==> config.mk <==
export PLATFORM = sky130hd
export DESIGN_NAME = fir_channel_scheduler_flat
export DESIGN_NICKNAME = d
export VERILOG_FILES = /design/src/rtl/fir_channel_scheduler_if.sv /design/src/rtl/fir_channel_scheduler.sv /design/src/flat_wrapper.sv
export SDC_FILE = /design/constraint.sdc
export NUM_CORES = 1
export LEC_CHECK = 0
export CORE_MARGIN = 8
export CORE_UTILIZATION = 60
export CTS_CLUSTER_SIZE = 25
export DETAILED_ROUTE_END_ITERATION = 10
export GPL_TIMING_DRIVEN = 0
export PLACE_DENSITY = 0.8
export SYNTH_ARGS = -nofsm -noshare
export SYNTH_HDL_FRONTEND = slang
export SYNTH_SLANG_ARGS = --single-unit
export TNS_END_PERCENT = 50
==> constraint.sdc <==
create_clock -name clk -period 15.9 [get_ports clk]
set_input_delay 4.77 -clock clk [delete_from_list [all_inputs] [get_ports clk]]
set_output_delay 4.77 -clock clk [all_outputs]
set_load 0.03 [all_outputs]
==> src/rtl/fir_channel_scheduler_if.sv <==
// Channel sample / coefficient / result bundle for fir_channel_scheduler.
// master drives samples and coefficients, slave is the scheduler.
interface fir_channel_scheduler_if #(
   parameter int N   = 16,
   parameter int NCH = 4
);
   localparam int CW = (NCH > 1) ? $clog2(NCH) : 1;

   logic               en;
   logic [NCH-1:0]     ch_valid;
   logic [NCH*N-1:0]   ch_data;
   logic [NCH-1:0]     ch_ready;
   logic               coef_wr;
   logic [N-1:0]       b0_in;
   logic [N-1:0]       b1_in;
   logic               y_valid;
   logic [N-1:0]       y_data;
   logic [CW-1:0]      y_ch;
   logic               busy;

   modport master (
      output en, ch_valid, ch_data, coef_wr, b0_in, b1_in,
      input  ch_ready, y_valid, y_data, y_ch, busy
   );

   modport slave (
      input  en, ch_valid, ch_data, coef_wr, b0_in, b1_in,
      output ch_ready, y_valid, y_data, y_ch, busy
   );
endinterface

==> src/rtl/fir_channel_scheduler.sv <==
// Shared symmetric 4-tap FIR (b0,b1,b1,b0) time-multiplexed over NCH channels.
// Round-robin grant, per-channel delay lines, one multiply per cycle, and
// shadow coefficients captured at accept so a pass never sees a mid-pass write.
module fir_channel_scheduler #(
   parameter int N     = 16,
   parameter int NCH   = 4,
   parameter int SHIFT = 4
) (
   input  logic                   clk,
   input  logic                   rst,
   fir_channel_scheduler_if.slave bus
);
   localparam int CW = (NCH > 1) ? $clog2(NCH) : 1;
   localparam int AW = 2 * N + 2;

   typedef enum logic {IDLE = 1'b0, MAC = 1'b1} state_t;

   state_t                  state, state_next;
   logic [1:0]              tap;
   logic [CW-1:0]           rr, grant, cur_ch;
   logic [CW:0]             idx;
   logic                    found, accept;
   logic [NCH-1:0][N-1:0]   samples;
   logic [NCH-1:0][N-1:0]   h1, h2, h3;
   logic [N-1:0]            b0_sh, b1_sh, wb0, wb1;
   logic [N-1:0]            x0, w1, w2, w3;
   logic [N-1:0]            mul_a, mul_b;
   logic [2*N-1:0]          prod;
   logic [AW-1:0]           acc, acc_sum;

   assign samples  = bus.ch_data;
   assign bus.busy = (state == MAC);

   // Round-robin search: first valid channel at or after rr, wrapping
   always_comb begin
      grant = '0;
      found = 1'b0;
      idx   = '0;
      for (int i = 0; i < NCH; i++) begin
         idx = {1'b0, rr} + (CW+1)'(i);
         if (idx >= (CW+1)'(NCH)) idx = idx - (CW+1)'(NCH);
         if (!found && bus.ch_valid[idx[CW-1:0]]) begin
            found = 1'b1;
            grant = idx[CW-1:0];
         end
      end
   end

   // Next state and accept strobe; ready only in IDLE with en and out of reset
   always_comb begin
      state_next   = state;
      accept       = 1'b0;
      bus.ch_ready = '0;
      case (state)
         IDLE: if (bus.en && found && !rst) begin
            accept              = 1'b1;
            bus.ch_ready[grant] = 1'b1;
            state_next          = MAC;
         end
         MAC:  if (bus.en && tap == 2'd3) state_next = IDLE;
         default: state_next = IDLE;
      endcase
   end

   // Tap operand select and running sum including this cycle's product
   always_comb begin
      mul_a = x0;
      mul_b = wb0;
      case (tap)
         2'd1:    begin mul_a = w1; mul_b = wb1; end
         2'd2:    begin mul_a = w2; mul_b = wb1; end
         2'd3:    begin mul_a = w3; mul_b = wb0; end
         default: ;
      endcase
      prod    = {{N{1'b0}}, mul_a} * {{N{1'b0}}, mul_b};
      acc_sum = acc + AW'(prod);
   end

   // State, datapath, histories and result registers
   always_ff @(posedge clk) begin
      if (rst) begin
         state       <= IDLE;
         tap         <= '0;
         rr          <= '0;
         cur_ch      <= '0;
         h1          <= '0;
         h2          <= '0;
         h3          <= '0;
         b0_sh       <= '0;
         b1_sh       <= '0;
         wb0         <= '0;
         wb1         <= '0;
         x0          <= '0;
         w1          <= '0;
         w2          <= '0;
         w3          <= '0;
         acc         <= '0;
         bus.y_valid <= 1'b0;
         bus.y_data  <= '0;
         bus.y_ch    <= '0;
      end else begin
         state       <= state_next;
         bus.y_valid <= 1'b0;
         if (bus.coef_wr) begin
            b0_sh <= bus.b0_in;
            b1_sh <= bus.b1_in;
         end
         if (accept) begin
            // working coefs take the shadow value before any coincident write
            x0     <= samples[grant];
            w1     <= h1[grant];
            w2     <= h2[grant];
            w3     <= h3[grant];
            wb0    <= b0_sh;
            wb1    <= b1_sh;
            acc    <= '0;
            tap    <= '0;
            cur_ch <= grant;
            rr     <= (grant == CW'(NCH-1)) ? '0 : grant + CW'(1);
         end else if (state == MAC && bus.en) begin
            acc <= acc_sum;
            tap <= tap + 2'd1;
            if (tap == 2'd3) begin
               bus.y_data  <= acc_sum[SHIFT +: N];
               bus.y_ch    <= cur_ch;
               bus.y_valid <= 1'b1;
               h3[cur_ch]  <= h2[cur_ch];
               h2[cur_ch]  <= h1[cur_ch];
               h1[cur_ch]  <= x0;
            end
         end
      end
   end
endmodule

==> src/flat_wrapper.sv <==
// flat-port wrapper written by rule: the top's interface ports become plain ports
module fir_channel_scheduler_flat 
#(
   parameter int N     = 16,
   parameter int NCH   = 4,
   parameter int SHIFT = 4
)
  (clk, rst, bus_en, bus_ch_valid, bus_ch_data, bus_coef_wr, bus_b0_in, bus_b1_in, bus_ch_ready, bus_y_valid, bus_y_data, bus_y_ch, bus_busy);
  fir_channel_scheduler_if #(.N(N), .NCH(NCH)) bus_i ();
  input  logic clk;
  input  logic rst;
  input wire logic [$bits(bus_i.en)-1:0] bus_en;
  input wire logic [$bits(bus_i.ch_valid)-1:0] bus_ch_valid;
  input wire logic [$bits(bus_i.ch_data)-1:0] bus_ch_data;
  input wire logic [$bits(bus_i.coef_wr)-1:0] bus_coef_wr;
  input wire logic [$bits(bus_i.b0_in)-1:0] bus_b0_in;
  input wire logic [$bits(bus_i.b1_in)-1:0] bus_b1_in;
  output wire logic [$bits(bus_i.ch_ready)-1:0] bus_ch_ready;
  output wire logic [$bits(bus_i.y_valid)-1:0] bus_y_valid;
  output wire logic [$bits(bus_i.y_data)-1:0] bus_y_data;
  output wire logic [$bits(bus_i.y_ch)-1:0] bus_y_ch;
  output wire logic [$bits(bus_i.busy)-1:0] bus_busy;
  assign bus_i.en = bus_en;
  assign bus_i.ch_valid = bus_ch_valid;
  assign bus_i.ch_data = bus_ch_data;
  assign bus_i.coef_wr = bus_coef_wr;
  assign bus_i.b0_in = bus_b0_in;
  assign bus_i.b1_in = bus_b1_in;
  assign bus_ch_ready = bus_i.ch_ready;
  assign bus_y_valid = bus_i.y_valid;
  assign bus_y_data = bus_i.y_data;
  assign bus_y_ch = bus_i.y_ch;
  assign bus_busy = bus_i.busy;
  fir_channel_scheduler #(.N(N), .NCH(NCH), .SHIFT(SHIFT)) u_core (.clk(clk), .rst(rst), .bus(bus_i));
endmodule
Word-level counts from Yosys, hierarchy flattened
Cells that the tools add are included.
W data, S select, Z words.
{ "classes": {"addsub": 10, "mul": 1, "order_cmp": 12, "eq_ne": 4, "mux": 49, "n_bitwise": 3, "reduce_logical": 17} }
{ "ops": {"columns": ["op", "n"], "rows": [
  ["$bmux W16 S2", 6],
  ["$bwmux W64", 3],
  ["$mux W16", 8],
  ["$pmux W16 S3", 1],
  ["$add A34 B32 Y34", 1],
  ["$demux W16 S2", 1],
  ["$mul A16 B16 Y32", 1],
  ["$lt A2 B3 Y1 const B", 6],
  ["$mux W2", 9],
  ["$mux W1", 13],
  ["$ge A3 B3 Y1 const B", 3],
  ["$logic_and A1 B1 Y1", 9],
  ["$bmux W1 S2", 4],
  ["$mux W4", 2],
  ["$sub A2 B1 Y2 const B", 4],
  ["$add A2 B2 Y3 const B", 2],
  ["$eq A2 B2 Y1 const B", 3],
  ["$add A2 B1 Y2 const B", 2],
  ["$ge A2 B1 Y1 const B", 2],
  ["$logic_not A1 Y1", 4],
  ["$reduce_or A2 Y1", 2],
  ["$add A2 B1 Y3 const B", 1],
  ["$ge A2 B3 Y1 const B", 1],
  ["$not A1 Y1", 3],
  ["5 further kinds", 5]
]} }
{ "word_totals": {"register_bits": 380, "input_bits": 104} }

Depth between registers and ports, before layout
{ "logic_depth": {"word_depth": 20, "depth_mapped": 29, "ltp_nobuf": 26} }

Worst setup path after synthesis
OpenSTA, ideal clock, no wires.
{ "synth_path": {"kind": "in2out", "from": "input bus_ch_valid[0]", "to": "output bus_ch_ready[3]", "arrival_time_ps": 6517, "required_time_ps": 11130, "setup_slack_ps": 4613, "stages": 9, "n_path_buf": 2, "path_cell_list": "nor2b_1 a21oi_1 nor2_1 a211o_1 inv_1 clkbuf_1 clkbuf_1 ha_1 and2_1"} }
{ "synth_between": {"elab_chain_cells": 18} }
{ "synth_lines": {"columns": ["item", "line", "source"], "rows": [
  ["from (decl)", "flat_wrapper.sv:13", "input wire logic [$bits(bus_i.ch_valid)-1:0] bus_ch_valid;"],
  ["$bmux W1 S2", "fir_channel_scheduler.sv:42", "if (!found && bus.ch_valid[idx[CW-1:0]]) begin"],
  ["$mux W1 (not written as such)", "fir_channel_scheduler.sv:42", null],
  ["$mux W1", "fir_channel_scheduler.sv:42", null],
  ["$logic_not A1 Y1", "fir_channel_scheduler.sv:42", null],
  ["$logic_and A1 B1 Y1", "fir_channel_scheduler.sv:42", null],
  ["$mux W1", "fir_channel_scheduler.sv:42", null],
  ["$logic_not A1 Y1", "fir_channel_scheduler.sv:42", null],
  ["$logic_and A1 B1 Y1", "fir_channel_scheduler.sv:42", null],
  ["[... 3 more ...]", null, null],
  ["$mux W2 *", "fir_channel_scheduler.sv:42", null],
  ["net u_core.grant[0]", "fir_channel_scheduler.sv:20", "logic [CW-1:0] rr, grant, cur_ch;"],
  ["$lt A2 B3 Y1 (not written as such) or $ge A2 B1 Y1 (tied branches)", "fir_channel_scheduler.sv:57", "bus.ch_ready[grant] = 1'b1;"],
  ["$logic_and A1 B1 Y1 (not written as such)", "fir_channel_scheduler.sv:57", null],
  ["$mux W1 (not written as such)", "fir_channel_scheduler.sv:57", null],
  ["$demux W1 S2 *", null, null],
  ["$mux W4 *", "fir_channel_scheduler.sv:55", "IDLE: if (bus.en && found && !rst) begin"],
  ["$mux W4 *", "fir_channel_scheduler.sv:54", "case (state)"],
  ["to (decl)", "flat_wrapper.sv:18", "output wire logic [$bits(bus_i.ch_ready)-1:0] bus_ch_ready;"]
]} }
Mark *: on every way through the listed nets, which the timed path passes. The rest lies on a longest branch. The select of a mux whose other input is x is not followed.

Final worst setup path
Ends and elaborated chain as after synthesis.

==> results.toml <==
[routing]
drtAntennaViolNets = 0
routed_wl_mm = 75.0
initialDrtViolationCount = 2015
vias_per_cell = 5.80
num_vias = 20400
first_pass_iters = 6
wl_per_cell_microns = 21.4
drc = 0

[synth]
synthXorXnorAreaFrac = 0.0174
ys.warnings.count = 0
yosysSeqAreaShare = 0.337
synth_edf_count = 0
synth_fa_ha_area_frac = 0.176
yosysTopAreaCell = "dfxtp_1"
synth_top_cell_area_share = 0.337
syn_nets = 3174
synthFlopType = "dfxtp_1"
muxShareOfSynthArea = 0.0291
synth_area_leaders = "dfxtp_1, fa_1, nand2_1, a21oi_1, nor2_1"
ys_async_sr_fraction = 0
synth.avg_cell_area_sq_um = 7.62
synthSimpleGateAreaFrac = 0.254
synth_top_family_by_area = "simple AND/OR/NAND/NOR gates"
ys_ff_latch = 366
syn_inst = 2853
synth_compound_area_frac = 0.112
ys_types = 58
syn_area_sq_um = 21700

[setup_path]
crit_family = "buffers and inverters"
crit_arrival_ps = 8410
worst_ep_required_time_ps = 11130
worst-path-buf-inv = 4
crit_path_start_kind = "primary input"
critical_path.cell_chain = "clkdlybuf4s50_1 -> nor2b_1 -> nor2_1 -> o22ai_1 -> clkbuf_1 -> clkinv_1 -> ha_1 -> and2_1 -> clkdlybuf4s50_1"
slowest_delay_ps = 730
endpoint_kind = "output port"
path_class = "primary input to output port"
cp_slowest_cell = "o22ai_1"
cp_common_cell = "clkdlybuf4s50_1"
crit_path_max_fanout = 10

[floorplan]
fp.dieW_microns = 206
start_util = 0.610
num_rows = 69
die-area_sq_um = 42600
io_pins = 128
core_sq_um = 35700
die_height_microns = 206

[sta]
fin_crit_sh = 0.829
max_freq_mhz = 75.9
finalWorstSetupSlack_ps = 2720
post-route-min-period_ps = 13180
setup-tns-final_ps = 0
slew_headroom = 0.126
rsz0062_at_grt = "false"
hold_viol = 0
finalSetupViolations = 0
skew_ps = 28.6
tightest_slew_ps = 1270
slew_viol_final = 0

[clock_network]
clk_pin_slew_worst_paths_ps = 60
cts-buffers-inserted = 40
clk_latency_ps = 570
cts_tree = "done"
post_cts_buffers = 0
hold_buffers = 0
root_buffer = "clkbuf_16"
clock-sinks = 366
clk_path_buf_depth = 3
cts-resized-gates = 0
htreeDepth = 2

[finish]
num-nets-final = 3341
antenna_cells = 0
finalCoreUtilization = 0.701
drive_gt1_frac = 0.0393
final_cell_area_sq_um = 25000
area_delta_synth_final_pct = 15.0

[pwr]
combPwrFrac = 0.151
power_density_nw_per_um2 = 92.9
p_int_mw = 1.65
finalPower_mw = 2.32
power_frac_seq = 0.416
p_leak_nw = 9.98
clock_power_share = 0.433
vdd_drop_max_mv = 0.0877
p_sw_frac = 0.288
p_switching_mw = 0.669

[grt]
antenna_found_initial = 1
grtUsageTotal = 0.354
grt_pass1_vias = 20300
overflow = 0
grt_max_degree = 15
grt_pass1_wl_mm = 114

[hold_path]
hold_class = "register to register"

[place]
placed_area_sq_um = 23600
dp_slack_ps = 2770
gp_congestion = 0.993
hpwl_mm = 59.2
io_buffers = 125

[status]
status = "finished clean"

[run]
max_cap_violations = 0
[sequential cells by signal, summed over array words and instances, names as in the netlist]
| name | cells |
|---|---|
| u_core.b0_sh | 16 |
| u_core.w1 | 16 |
| u_core.wb1 | 16 |
| u_core.cur_ch | 2 |
| u_core.wb0 | 16 |
| u_core.b1_sh | 16 |
| u_core.h1 | 64 |
| u_core.tap | 2 |
| u_core.rr | 2 |
| u_core.w3 | 16 |
| u_core.bus.y_data | 16 |
| u_core.bus.busy | 1 |
| u_core.bus.y_valid | 1 |
| u_core.bus.y_ch | 2 |
| u_core.h2 | 64 |
| u_core.h3 | 64 |
| u_core.x0 | 16 |
| u_core.w2 | 16 |
| u_core.acc | 20 |
[worst min-delay path, stage by stage (launching register included)]
cell     delay, ps
dfxtp_1        310
nand2_1         50
nand2_1         40
[layout make-up]
class | count | area, sq um
fill | 2961 | 10700
clock inverter | 18 | 265
sequential | 366 | 7330
timing repair buffer | 125 | 1250
tap | 461 | 577
buffer | 178 | 698
clock buffer | 55 | 1170
inverter | 245 | 920
multi-input combinational | 2064 | 12800
[stage by stage]
stage	cells	hold WS (ps)
6_report	3512	445
5_1_grt	3512	464
4_1_cts	3512	448
3_5_place_dp	3439	440
3_3_place_gp	3439	435
2_1_floorplan	2853	415
[worst paths after layout]
path                    start               to  slack (ps)  depth (start not counted)
max           bus_ch_valid[0]  bus_ch_ready[3]        2720                          9
min          u_core.b1_sh[14]   u_core.wb1[14]         450                          2
max reg2reg     u_core.tap[0]   u_core.acc[18]        7180                         26
min reg2reg  u_core.b1_sh[14]   u_core.wb1[14]         450                          2
[power groups by stage]
stage	combinational, mW	clock [mW]	sequential, mW
2_1_floorplan	0.207	0	0.969
3_3_place_gp	0.332	0	0.983
3_5_place_dp	0.339	0	0.983
4_1_cts	0.343	1.01	0.963
5_1_grt	0.377	1.04	0.965
6_report	0.351	1.01	0.965
[synthesized netlist by cell type, drive strengths merged, types with 4 or more instances]
library cell,count
and3,4
mux2i,49
fa,149
nand3,86
a211oi,7
a21oi,258
o21a,5
nand2,743
o211ai,7
inv,244
dfxtp,366
xnor2,32
xor2,6
nor2,329
and2,8
a222oi,5
nand2b,12
buf,22
o31ai,4
o21ai,118
ha,68
nand3b,90
mux2,12
a21o,6
or2,6
nor2b,16
clkbuf,156
nor3,8
a22oi,15
[cell usage in the layout (no fill, tap or decap), types with 5 or more instances in the layout]
master           netlist  routed
and2_1                 8       8
mux2i_1               47      47
ha_1                  68      68
o21a_1                 5       5
mux2_2                12      12
nand2_1              743     743
o211ai_1               7       7
nor2_1               329     329
a22oi_1               10      10
nand3b_1              90      90
o21ai_0              117     117
buf_1                 10      10
clkbuf_16              0      40
bufinv_16              0       5
clkdlybuf4s50_1        0     125
fa_1                 149     149
buf_2                  9       9
nand2b_1              12      12
clkbuf_1             156     160
xor2_1                 6       6
dfxtp_1              366     366
a211oi_1               6       6
clkbuf_8               0      11
xnor2_1               29      29
nand3_1               86      86
a222oi_1               5       5
inv_1                243     243
nor2b_1               14      14
or2_2                  6       6
a21oi_1              256     256
nor3_1                 8       7
[kinds of logic (layout without fill, tap and decap cells)]
| group | count (synthesis) | after routing |
|---|---|---|
| adder cells (fa/ha/maj) | 217 | 217 |
| AND/OR/NAND/NOR | 1308 | 1308 |
| XOR/XNOR | 39 | 39 |
| buffers and inverters | 423 | 621 |
| AO/OA/AOI/OAI | 439 | 439 |
| multiplexers | 61 | 61 |
| flip-flops | 366 | 366 |
[routing by layer]
layer | routed length [microns] | GRT usage | vias up
li1 | - | - | 9378
met1 | 27200 | 0.401 | 9713
met2 | 36000 | 0.606 | 1013
met3 | 6030 | 0.0572 | 277
met4 | 5760 | 0.251 | 0
met5 | 0 | 0 | -
No activity file was read; power rests on OpenSTA's default activity.
